<file path="src/rtl/gouram_pkg.sv">
// Shared types for the Gouram trace unit: IF/memory trace records, tracker FSM
// states and load/store opcode classification.
package gouram_pkg;

    localparam int INSTR_ADDR_W = 16;
    localparam int INSTR_DATA_W = 32;
    localparam int DATA_ADDR_W  = 32;

    localparam logic [7:0] LOAD_OP_LO  = 8'h03;
    localparam logic [7:0] LOAD_OP_HI  = 8'h83;
    localparam logic [7:0] STORE_OP_LO = 8'h23;
    localparam logic [7:0] STORE_OP_HI = 8'hA3;

    typedef struct packed {
        logic [INSTR_DATA_W-1:0] instruction;
        logic [INSTR_ADDR_W-1:0] instr_addr;
    } trace_format;

    typedef struct packed {
        logic [INSTR_DATA_W-1:0] instruction;
        logic [INSTR_ADDR_W-1:0] instr_addr;
        logic [31:0]             if_end;
    } if_entry_t;

    typedef struct packed {
        logic [INSTR_DATA_W-1:0] instruction;
        logic [INSTR_ADDR_W-1:0] instr_addr;
        logic [31:0]             if_end;
        logic [31:0]             mem_start;
        logic [31:0]             mem_end;
        logic [DATA_ADDR_W-1:0]  mem_addr;
        logic                    is_store;
        logic                    mismatch;
    } mem_trace_t;

    typedef enum logic [1:0] {
        IDLE,
        WAIT_GNT,
        WAIT_RVALID,
        EMIT
    } state_t;

    function automatic logic is_store_op(input logic [INSTR_DATA_W-1:0] instr);
        return (instr[7:0] == STORE_OP_LO) || (instr[7:0] == STORE_OP_HI);
    endfunction

    function automatic logic is_load_op(input logic [INSTR_DATA_W-1:0] instr);
        return (instr[7:0] == LOAD_OP_LO) || (instr[7:0] == LOAD_OP_HI);
    endfunction

endpackage

</file>
<file path="src/rtl/trace_fifo.sv">
// Synchronous FIFO with a combinational head. A push into a full FIFO is
// accepted only when a pop happens in the same cycle; there is no bypass.
module trace_fifo #(
    parameter type T     = logic [7:0],
    parameter int  DEPTH = 4
) (
    input  logic clk,
    input  logic rst,
    input  logic push,
    input  T     wdata,
    input  logic pop,
    output T     head,
    output logic full,
    output logic empty
);

    localparam int AW = (DEPTH > 1) ? $clog2(DEPTH) : 1;

    T              mem [DEPTH];
    logic [AW-1:0] wr_ptr;
    logic [AW-1:0] rd_ptr;
    logic [AW:0]   count;
    logic          push_ok;
    logic          pop_ok;

    assign full    = (count == (AW+1)'(DEPTH));
    assign empty   = (count == '0);
    assign push_ok = push && (!full || pop);
    assign pop_ok  = pop && !empty;
    assign head    = mem[rd_ptr];

    always_ff @(posedge clk) begin
        if (push_ok) begin
            mem[wr_ptr] <= wdata;
        end
    end

    always_ff @(posedge clk) begin
        if (rst) begin
            wr_ptr <= '0;
            rd_ptr <= '0;
            count  <= '0;
        end else begin
            if (push_ok) wr_ptr <= wr_ptr + 1'b1;
            if (pop_ok)  rd_ptr <= rd_ptr + 1'b1;
            case ({push_ok, pop_ok})
                2'b10:   count <= count + 1'b1;
                2'b01:   count <= count - 1'b1;
                default: count <= count;
            endcase
        end
    end

endmodule

</file>
<file path="src/rtl/mem_tracker.sv">
// Pairs queued IF load/store records, in order, with data-memory transactions
// and emits one completed trace record per instruction.
module mem_tracker
    import gouram_pkg::*;
#(
    parameter int INSTR_ADDR_WIDTH = 16,
    parameter int INSTR_DATA_WIDTH = 32,
    parameter int DATA_ADDR_WIDTH  = 32,
    parameter int FIFO_DEPTH       = 4
) (
    input  logic                       clk,
    input  logic                       rst,
    input  logic [31:0]                counter,
    input  logic                       if_data_ready,
    input  trace_format                if_data_i,
    input  logic [31:0]                if_stage_end,
    input  logic                       data_req,
    input  logic                       data_gnt,
    input  logic                       data_we,
    input  logic [DATA_ADDR_WIDTH-1:0] data_addr,
    input  logic                       data_rvalid,
    output logic                       mem_data_ready,
    output mem_trace_t                 mem_data_o,
    output logic                       overflow,
    output logic                       orphan
);

    state_t    state;
    state_t    state_next;
    if_entry_t push_entry;
    if_entry_t head;
    logic      fifo_full;
    logic      fifo_empty;
    logic      pop;
    logic      orphan_start;
    logic      skip_active;
    logic      skip_gnt;
    logic      latch_addr;
    logic      finish;

    logic [INSTR_DATA_WIDTH-1:0] wk_instr;
    logic [INSTR_ADDR_WIDTH-1:0] wk_iaddr;
    logic [31:0]                 wk_if_end;
    logic [31:0]                 wk_start;
    logic [DATA_ADDR_WIDTH-1:0]  wk_maddr;
    logic                        wk_we;
    mem_trace_t                  out_q;

    assign push_entry = '{instruction: if_data_i.instruction,
                          instr_addr:  if_data_i.instr_addr,
                          if_end:      if_stage_end};

    trace_fifo #(
        .T     (if_entry_t),
        .DEPTH (FIFO_DEPTH)
    ) u_fifo (
        .clk   (clk),
        .rst   (rst),
        .push  (if_data_ready),
        .wdata (push_entry),
        .pop   (pop),
        .head  (head),
        .full  (fifo_full),
        .empty (fifo_empty)
    );

    // A new request is only considered in IDLE once any orphaned transaction is fully absorbed.
    assign pop          = (state == IDLE) && data_req && !skip_active && !fifo_empty;
    assign orphan_start = (state == IDLE) && data_req && !skip_active && fifo_empty;
    assign latch_addr   = (pop && data_gnt) || ((state == WAIT_GNT) && data_gnt);
    assign finish       = (state == WAIT_RVALID) && data_rvalid;

    always_ff @(posedge clk) begin
        if (rst) state <= IDLE;
        else     state <= state_next;
    end

    always_comb begin
        state_next = state;
        case (state)
            IDLE:        if (pop)         state_next = data_gnt ? WAIT_RVALID : WAIT_GNT;
            WAIT_GNT:    if (data_gnt)    state_next = WAIT_RVALID;
            WAIT_RVALID: if (data_rvalid) state_next = EMIT;
            EMIT:                         state_next = IDLE;
            default:                      state_next = IDLE;
        endcase
    end

    always_comb begin
        mem_data_ready = (state == EMIT);
        orphan         = orphan_start;
        mem_data_o     = out_q;
    end

    // Skip counter: first the orphan's grant, then its response.
    always_ff @(posedge clk) begin
        if (rst) begin
            skip_active <= 1'b0;
            skip_gnt    <= 1'b0;
        end else if (!skip_active) begin
            if (orphan_start) begin
                skip_active <= 1'b1;
                skip_gnt    <= data_gnt;
            end
        end else if (!skip_gnt) begin
            if (data_gnt) skip_gnt <= 1'b1;
        end else if (data_rvalid) begin
            skip_active <= 1'b0;
            skip_gnt    <= 1'b0;
        end
    end

    always_ff @(posedge clk) begin
        if (rst)                                          overflow <= 1'b0;
        else if (if_data_ready && fifo_full && !pop)      overflow <= 1'b1;
    end

    always_ff @(posedge clk) begin
        if (pop) begin
            wk_instr  <= head.instruction;
            wk_iaddr  <= head.instr_addr;
            wk_if_end <= head.if_end;
            wk_start  <= counter;
        end
        if (latch_addr) begin
            wk_maddr <= data_addr;
            wk_we    <= data_we;
        end
    end

    // The output record is captured on the response so it holds until the next EMIT.
    always_ff @(posedge clk) begin
        if (rst) begin
            out_q <= '0;
        end else if (finish) begin
            out_q.instruction <= wk_instr;
            out_q.instr_addr  <= wk_iaddr;
            out_q.if_end      <= wk_if_end;
            out_q.mem_start   <= wk_start;
            out_q.mem_end     <= counter;
            out_q.mem_addr    <= wk_maddr;
            out_q.is_store    <= wk_we;
            out_q.mismatch    <= wk_we ? !is_store_op(wk_instr) : !is_load_op(wk_instr);
        end
    end

endmodule

</file>
<file path="config.mk">
export PLATFORM = sky130hd
export DESIGN_NAME = mem_tracker
export DESIGN_NICKNAME = d
export VERILOG_FILES = /design/src/rtl/gouram_pkg.sv /design/src/rtl/trace_fifo.sv /design/src/rtl/mem_tracker.sv
export SDC_FILE = /design/constraint.sdc
export NUM_CORES = 1
export LEC_CHECK = 0
export CAP_MARGIN = 10
export CORE_MARGIN = 5
export CORE_UTILIZATION = 40
export DETAILED_ROUTE_END_ITERATION = 8
export SYNTH_ARGS = -nofsm -noshare
export SYNTH_HDL_FRONTEND = slang
export SYNTH_SLANG_ARGS = --single-unit
</file>
<file path="constraint.sdc">
create_clock -name clk -period 10.6 [get_ports clk]
set_clock_uncertainty 0.1 [all_clocks]
set_input_delay 1.59 -clock clk [delete_from_list [all_inputs] [get_ports clk]]
set_output_delay 1.59 -clock clk [all_outputs]
set_load 0.03 [all_outputs]
</file>
==> Word level (Yosys, flattened, before mapping) <==
Memories as Yosys holds them, arrays and structs flattened. A register that Yosys moved wholly into a read port is not among the register bits.
Cells that the tools add are included.
{ "totals": {"wordCells": 79, "input_bits": 151, "output_inout_bits": 181, "n_memories": 1, "register_bits": 255, "ram_bits": 320} }
{ "memory_table": {"columns": ["name", "words", "width", "read_ports", "rd_clocked_by_memory_dff", "write_ports", "line_no", "text"], "rows": [
  ["u_fifo.mem", 4, 80, 1, 1, 1, "trace_fifo.sv:19", "T mem [DEPTH];"]
]} }
{ "classes": {"addsub": 4, "muxes": 17, "n_reduce_logical": 26, "eq_ne": 13} }
{ "ops": {"columns": ["op", "n"], "rows": [
  ["equality test 8 bit (second input constant)", 2],
  ["logical AND 1 bit", 11],
  ["two-way mux 1 bit", 11],
  ["equality test 8 x 2 -> 1 bit (second input constant)", 1],
  ["equality test 8 x 6 -> 1 bit (second input constant)", 1],
  ["two-way mux 2 bit", 4],
  ["one-hot mux 2 bit (4 select lines)", 1],
  ["equality test 2 bit (second input constant)", 3],
  ["zero test 1 bit", 6],
  ["inequality test 2 bit (second input constant)", 3],
  ["one-hot mux 3 bit (2 select lines)", 1],
  ["adder 2 x 1 -> 2 bit (second input constant)", 2],
  ["equality test 2 x 1 -> 1 bit (second input constant)", 2],
  ["logical OR 1 bit", 4],
  ["nonzero test 2 bit", 2],
  ["adder 3 x 1 -> 3 bit (second input constant)", 1],
  ["equality test 3 bit (second input constant)", 1],
  ["zero test 3 bit", 1],
  ["AND reduction 3 bit", 1],
  ["subtractor 3 x 1 -> 3 bit (second input constant)", 1],
  ["zero test 2 bit", 1]
]} }

==> Logic depth before layout (Yosys ltp) <==
Gate-level depths: netlist (run 1).
{ "depth": {"word_depth": 8, "depth_mapped": 11, "depth_no_buf": 11} }

==> Cells and area by module <==
From an unflattened synthesis (run 1), not the netlist that was laid out.
{ "hier_totals": {"cells_unflattened": 1430, "hier_area_um2": 22874.4} }
{ "modules_own_cells": {"columns": ["mod", "cells_each", "n_inst", "seq_area_each_um2", "area_per_inst_um2"], "rows": [
  ["trace_fifo", 472, 1, 9789.4, 12111.6],
  ["mem_tracker", 958, 1, 8017.7, 10762.8]
]} }

==> Worst setup path after synthesis (run 1) <==
OpenSTA, ideal clock, no wires.
{ "synth_path": {"kind": "input to register", "from": "input port data_req", "to": "register wk_maddr[0] (enable)", "path_buffers": 0, "stages": 4, "setup_time_ps": 423, "setup_slack_ps": 1830, "t_required_ps": 10077, "arrival_ps": 8247, "cell_sequence": "nand3b_1 -> nor2_1 -> nor2_1 -> nor2_1"} }
{ "synth_via": {"elab_chain_cells": 5} }
{ "synth_lines": {"columns": ["element", "line_no", "text"], "rows": [
  ["start: declaration", "mem_tracker.sv:17", "input logic data_req,"],
  ["logical AND 1 bit (3 in series)", "mem_tracker.sv:68", "assign pop = (state == IDLE) && data_req && !skip_active && !fifo_empty;"],
  ["net pop", "mem_tracker.sv:34", "logic pop;"],
  ["logical AND 1 bit", "mem_tracker.sv:70", "assign latch_addr = (pop && data_gnt) || ((state == WAIT_GNT) && data_gnt);"],
  ["logical OR 1 bit", "mem_tracker.sv:70", null],
  ["net latch_addr", "mem_tracker.sv:38", "logic latch_addr;"],
  ["end signal: assignment", "mem_tracker.sv:126", "wk_maddr <= data_addr;"],
  ["end: declaration", "mem_tracker.sv:45", "logic [DATA_ADDR_WIDTH-1:0] wk_maddr;"]
]} }
The timed path passes the listed nets, and every way through them passes these cells.
A chain may end at the register's enable or synchronous reset.

==> Worst setup path after layout (run 1) <==
{ "layout_path": {"from": "input port data_req", "to": "output port orphan"} }
{ "layout_via": {"elab_chain_cells": 3} }
{ "layout_lines": {"columns": ["element", "line_no", "text"], "rows": [
  ["logical AND 1 bit (3 in series)", "mem_tracker.sv:69", "assign orphan_start = (state == IDLE) && data_req && !skip_active && fifo_empty;"],
  ["end: declaration", "mem_tracker.sv:25", "output logic orphan"]
]} }
No other way between the ends.

==> impl_metrics.csv, run 1 <==
group,metric,value,unit
setup_path,r2r_slack,7040,ps
clock_network,clk_latency,600,ps
yosys,synth-edff-count,465,
yosys,synth_nets,1585,
timing,hold-worst-slack,351,ps
floorplan,io_pins,332,
setup_path,crit_chain,"clkdlybuf4s50_1 > nand3b_1 > nor2_1 > clkdlybuf4s50_1",
yosys,synthTopCellsByCount,"edfxtp_1 (465), nand2_1 (357), dfxtp_1 (190), a21oi_1 (183), mux4_2 (80)",
yosys,synthesis.area,22700,µm²
route,viasPerCell,4.86,
floorplan,core_area,56300,µm²
yosys,syn_avg_cell_area,15.9,µm²
pwr,leakage,0.00924,µW
yosys,synth-seq-cells,655,
clock_network,cts.path.max_buffers,3,
setup_path,cp_data_arrival_time,3430,ps
route,finalWirelength,51400,µm
placed_design,port_buffers,331,
global_route,grt_max_degree,118,
pwr,seq_power_share,49.1,%
setup_path,path_max_fanout,6,
cells_and_area,area_growth,27.7,%
global_route,overflow,0,
yosys,synthTopCellsByArea,"edfxtp_1 (62%), dfxtp_1 (17%), mux4_2 (8.0%)",
yosys,synth_top_area_share,61.6,%
clock_network,ctsResizeCount,0,
timing,final-max-slew-violation-count,0,
pwr,p_switching,1840,µW
pwr,swShare,26.8,%
clock_network,cts_sinks,655,
floorplan,die_area,61500,µm²
pwr,powerDensity,237,nW/µm²
clock_network,post_cts_buffers,0,
setup_path,critPathLaunchType,"input pin",
setup_path,endpoint_kind,"primary output",
pwr,ir_drop,0.133,mV
clock_network,cts_made_buffers,70,
timing,setup_violations,0,
setup_path,critical_path.top_delay_family,"buffers and inverters",
route,drc,0,
route,drt-initial-drc-count,565,
yosys,synth_most_common_cell,"edfxtp_1",
floorplan,die_y,248,µm
yosys,synth_top_area_cell,"edfxtp_1",
setup_path,crit_type,"input pin to primary output",
setup_path,crit_buf_inv,2,
global_route,antenna_found_initial,8,
route,via_count,12500,
setup_path,cp_common_cell,"clkdlybuf4s50_1",
global_route,track_usage,16.5,%
route,routedWlPerCell,19.9,µm
floorplan,die_w,248,µm
yosys,syn_inst,1423,
yosys,async_reset_ff_share,0,%
global_route,grt_pass1_wl,77200,µm
timing,finalCritPeriodShare,48.3,%
cells_and_area,layout-drive-gt1-share,11.3,%
global_route,first_global_vias,13000,
timing,worst_pin_slew,1080,ps
job,cap_viol_max_count,0,
floorplan,start_util,40.3,%
hold_path,hold_path_class,"flop to flop",
placed_design,hpwlAfterDp,30100,µm
timing,period_minus_slack,5120,ps
clock_network,ctsHoldBuffers,0,
pwr,intPower,5010,µW
clock_network,htreeDepth,3,
timing,relSlewSlack,27.8,%
yosys,yosysUniqueCellTypes,30,
pwr,power_frac_comb,17.2,%
setup_path,critPathRequiredTime,8910,ps
clock_network,cts-root-buf,"clkbuf_16",
timing,hold_viol_final,0,
route,ant_nets,0,
clock_network,path_clk_slew,50,ps
clock_network,cts_tree,"done",
setup_path,cpPeakStageDelay,740,ps
yosys,yosysSeqAreaShare,78.4,%
floorplan,placementRows,87,
cells_and_area,nets,1923,
timing,rsz0062_at_grt,"false",
yosys,ys.flop_type,"edfxtp_1",
timing,setup_tns,0,ps
placed_design,dp_slack,5460,ps
placed_design,gp_congestion,0.790,
route,drtPass1Iterations,5,
setup_path,cpMaxStageDelayCell,"clkdlybuf4s50_1",
yosys,yosys_warnings,0,
pwr,clock_power_share,33.6,%
timing,fmax,0.195,GHz
timing,finalWorstSetupSlack,5480,ps
status,outcome,"finished clean",
-- final cells by class --
type                    instances  area, µm²
clock buffers                 107       2010
repair buffers                344       3410
clock inverters                23        180
diodes                          5       12.5
fillers                      4766      27300
flip-flops and latches        655      17800
well taps                     756        946
multi-input cells             679       4550
inverters                      11       41.3
-- worst min-delay path: stages (launching register included) --
cell and delay, ps:
dfxtp_1 300, nand2_1 50, a21oi_1 50
-- through the flow --
stage / cell area [µm²] / total power [µW] / utilization (%) / instances
6_report: 28900 / 6850 / 51.4 / 2580
5_1_grt: 28900 / 7170 / 51.4 / 2577
4_1_cts: 28900 / 6970 / 51.4 / 2575
3_5_place_dp: 26700 / 4640 / 47.5 / 2445
3_3_place_gp: 26700 / 4610 / 47.5 / 2445
2_1_floorplan: 22700 / 4170 / - / 1423
-- power by group through the flow --
stage	clock (µW)	combinational [µW]	sequential, µW
after global placement	0	1200	3420
final	2300	1180	3370
after global routing	2480	1280	3410
after CTS	2380	1210	3380
after floorplan	0	631	3540
after detailed placement	0	1210	3430
-- path summary, 6_finish.rpt --
kind	from	endpoint	cells past startpoint
worst max-delay path	data_req	orphan	4
worst min register to register	mem_data_o[76]	mem_data_o[76]	2
worst min-delay path	mem_data_o[76]	mem_data_o[76]	2
worst max register to register	state[0]	u_fifo.count[2]	11
-- sequential cells by signal (all words and copies together) (netlist names), 3 cells and up --
name,flops
mem_data_o,178
u_fifo.count,3
u_fifo.mem,320
wk_instr,32
wk_start,32
wk_maddr,32
wk_if_end,32
wk_iaddr,16
-- logic make-up after synthesis --
| kind of cell | after synthesis | synth area share [%] |
|---|---|---|
| muxes | 83 | 8.08 |
| DFF | 655 | 78.4 |
| xor gates and xnor gates | 6 | 0.232 |
| and+or+nand+nor | 387 | 6.57 |
| adders and majority gates | 11 | 0.641 |
| buffers and inverters | 89 | 1.66 |
| AOI/OAI and AO/OA | 192 | 4.41 |
-- routing by layer --
metal	part of all wire (%)	global-route usage, %
met2	49	27.6
met5	0.10	0
met3	6.7	4.75
met1	41	21.2
met4	2.6	4.67
-- cells in the final DEF, fill, tap and decap left out, types with 2 or more instances in the layout --
cell             Yosys  routed
buf_4                1      13
and2_4               0       5
mux2i_1              3       3
nor3_1               3       3
a311oi_1             2       2
nor2_1              15      13
clkbuf_8             0      10
clkdlybuf4s50_1      0     330
nor4_1               2       2
xor2_1               2       2
mux4_2              80      80
inv_1               10      10
xnor2_1              4       4
inv_6                0       4
nor2_4               0       2
clkbuf_16            0      71
clkinv_2             0      11
nand2_1            357     356
ha_1                10      10
dfxtp_4              0       2
a21oi_1            183     183
edfxtp_1           465     465
diode_2              0       5
a41oi_1              2       2
or3_1                2       2
clkbuf_1            43      26
dfxtp_1            190     188
clkinv_1             0       4
o21ai_0              2       2
Power figures use the tool's default switching activity.
==> run 2: changes to the inputs <==
==> constraint.sdc (replaced) <==
create_clock -name clk -period 4.6 [get_ports clk]
set_clock_uncertainty 0.1 [all_clocks]
set_input_delay 0.69 -clock clk [delete_from_list [all_inputs] [get_ports clk]]
set_output_delay 0.69 -clock clk [all_outputs]
set_load 0.03 [all_outputs]
==> impl_metrics.csv, run 2 (same netlist as run 1, synthesis figures left out) <==
group,metric,value,unit
status,outcome,"finished clean",
floorplan,die_area,61500,µm²
cells_and_area,top_register,"u_fifo.mem",
route,routedWlPerCell,19.6,µm
setup_path,cp_data_arrival_time,2610,ps
setup_path,cpMaxStageDelayCell,"clkdlybuf4s50_1",
setup_path,r2r_cells,6,
cells_and_area,nets,1924,
clock_network,path_clk_slew,60,ps
global_route,gr-usage-met3,3.93,%
clock_network,cts-root-buf,"clkbuf_16",
cells_and_area,layout-drive-gt1-share,11.6,%
floorplan,die_y,248,µm
global_route,grt_max_degree,114,
global_route,first_global_vias,12600,
floorplan,start_util,40.3,%
timing,fmax,0.294,GHz
route,drc,0,
timing,finalWorstSetupSlack,1200,ps
setup_path,path_max_fanout,6,
hold_path,holdPathEnd,"mem_data_o[38]",
clock_network,cts_made_buffers,68,
global_route,track_usage,16.2,%
floorplan,io_pins,332,
clock_network,htreeDepth,3,
clock_network,ctsResizeCount,0,
timing,period_minus_slack,3400,ps
placed_design,gp_congestion,0.776,
setup_path,crit_type,"flop to primary output",
route,drtPass1Iterations,5,
route,drt-initial-drc-count,710,
placed_design,hpwlAfterDp,30600,µm
clock_network,clk_latency,590,ps
global_route,grt_pass1_wl,76300,µm
timing,setup_tns,0,ps
cells_and_area,final_cell_mix,"edfxtp_1 (465), nand2_1 (356), clkdlybuf4s50_1 (330), dfxtp_1 (188), a21oi_1 (183)",
setup_path,regToRegEndpoint,"u_fifo.mem[3][38]",
pwr,ir_drop,0.280,mV
global_route,use_met1,21.8,%
hold_path,holdCritStartpoint,"mem_data_o[38]",
cells_and_area,final_common_cell,"edfxtp_1",
setup_path,r2r_slack,1750,ps
pwr,leakage,0.00931,µW
setup_path,endpoint_kind,"primary output",
clock_network,cts.path.max_buffers,3,
hold_path,hold_path_class,"flop to flop",
cells_and_area,largest_reg_flops,320,
pwr,seq_power_share,48.5,%
timing,rsz0062_at_grt,"false",
setup_path,cpPeakStageDelay,750,ps
placed_design,port_buffers,331,
timing,finalCritPeriodShare,73.9,%
placed_design,dp_slack,1210,ps
global_route,antenna_found_initial,5,
setup_path,crit_chain,"inv_1 > ha_1 > nand3b_1 > nor2_1 > clkdlybuf4s50_1",
timing,worst_pin_slew,1060,ps
clock_network,ctsHoldBuffers,0,
setup_path,critPathRequiredTime,3810,ps
pwr,clock_power_share,34.1,%
timing,setup_violations,0,
route,ant_nets,0,
timing,hold_viol_final,0,
timing,final-max-slew-violation-count,0,
pwr,powerDensity,548,nW/µm²
floorplan,placementRows,87,
floorplan,core_area,56300,µm²
clock_network,cts_sinks,655,
hold_path,hold_depth,2,
pwr,p_switching,4180,µW
clock_network,post_cts_buffers,0,
global_route,overflow,0,
global_route,grt_busiest_layer,"met2",
route,finalWirelength,50400,µm
job,cap_viol_max_count,0,
floorplan,die_w,248,µm
route,viasPerCell,4.88,
pwr,power_frac_comb,17.4,%
setup_path,critPathLaunchType,"flop",
setup_path,r2r_start,"state[1]",
route,via_count,12600,
pwr,intPower,11800,µW
timing,relSlewSlack,29.2,%
pwr,swShare,26.2,%
clock_network,cts_tree,"done",
global_route,met2_usage,26.1,%
cells_and_area,area_growth,28.4,%
## run 2: worst max path at each step
stage	start	end	slack, ps	cells after the start
finish	state[1]	orphan	1200	5
global route	state[1]	orphan	1010	5
CTS	state[1]	orphan	1150	5
detailed placement	data_req	u_fifo.mem[1][8]	1210	5
global placement	data_req	u_fifo.mem[1][8]	1250	5
floorplan	data_req	wk_maddr[0]	330	4
## run 2: layout make-up
| class | instances | area [µm²] |
|---|---|---|
| Sequential cell | 655 | 17800 |
| Clock buffer | 90 | 1880 |
| Antenna cell | 1 | 2.50 |
| Clock inverter | 36 | 357 |
| Inverter | 11 | 41.3 |
| Multi-Input combinational cell | 679 | 4550 |
| Fill cell | 4710 | 27200 |
| Tap cell | 756 | 946 |
| Timing Repair Buffer | 347 | 3530 |
## run 2: worst max-delay path, delay by kind of cell, from the launching register on
kind / cells / cell delay, ps
AND/OR/NAND/NOR: 2 / 590
adder cells (fa/ha/maj): 1 / 220
buffers and inverters: 2 / 870
flip-flops: 1 / 350
## run 2: power groups by stage
stage               combinational (µW)  clock, µW  sequential (µW)
global route                      3000       5880             7840
finish                            2770       5440             7740
detailed placement                2840          0             7880
CTS                               2840       5620             7760
global placement                  2810          0             7850
floorplan                         1460          0             8100
## run 2: layer usage
metal	vias up	wire (µm)
li1	5899	-
met1	6248	21800
met2	310	24200
met3	89	2980
met4	8	1370
met5	-	58
## run 2: through the flow
stage	area, µm²	hold WS, ps	utilization [%]	power (µW)	instances
after floorplan	22700	371	-	9560	1423
after global placement	26800	341	47.7	10700	2448
after detailed placement	26800	346	47.7	10700	2448
after CTS	29100	354	51.7	16200	2574
after global routing	29100	371	51.7	16700	2575
final	29100	352	51.7	15900	2575
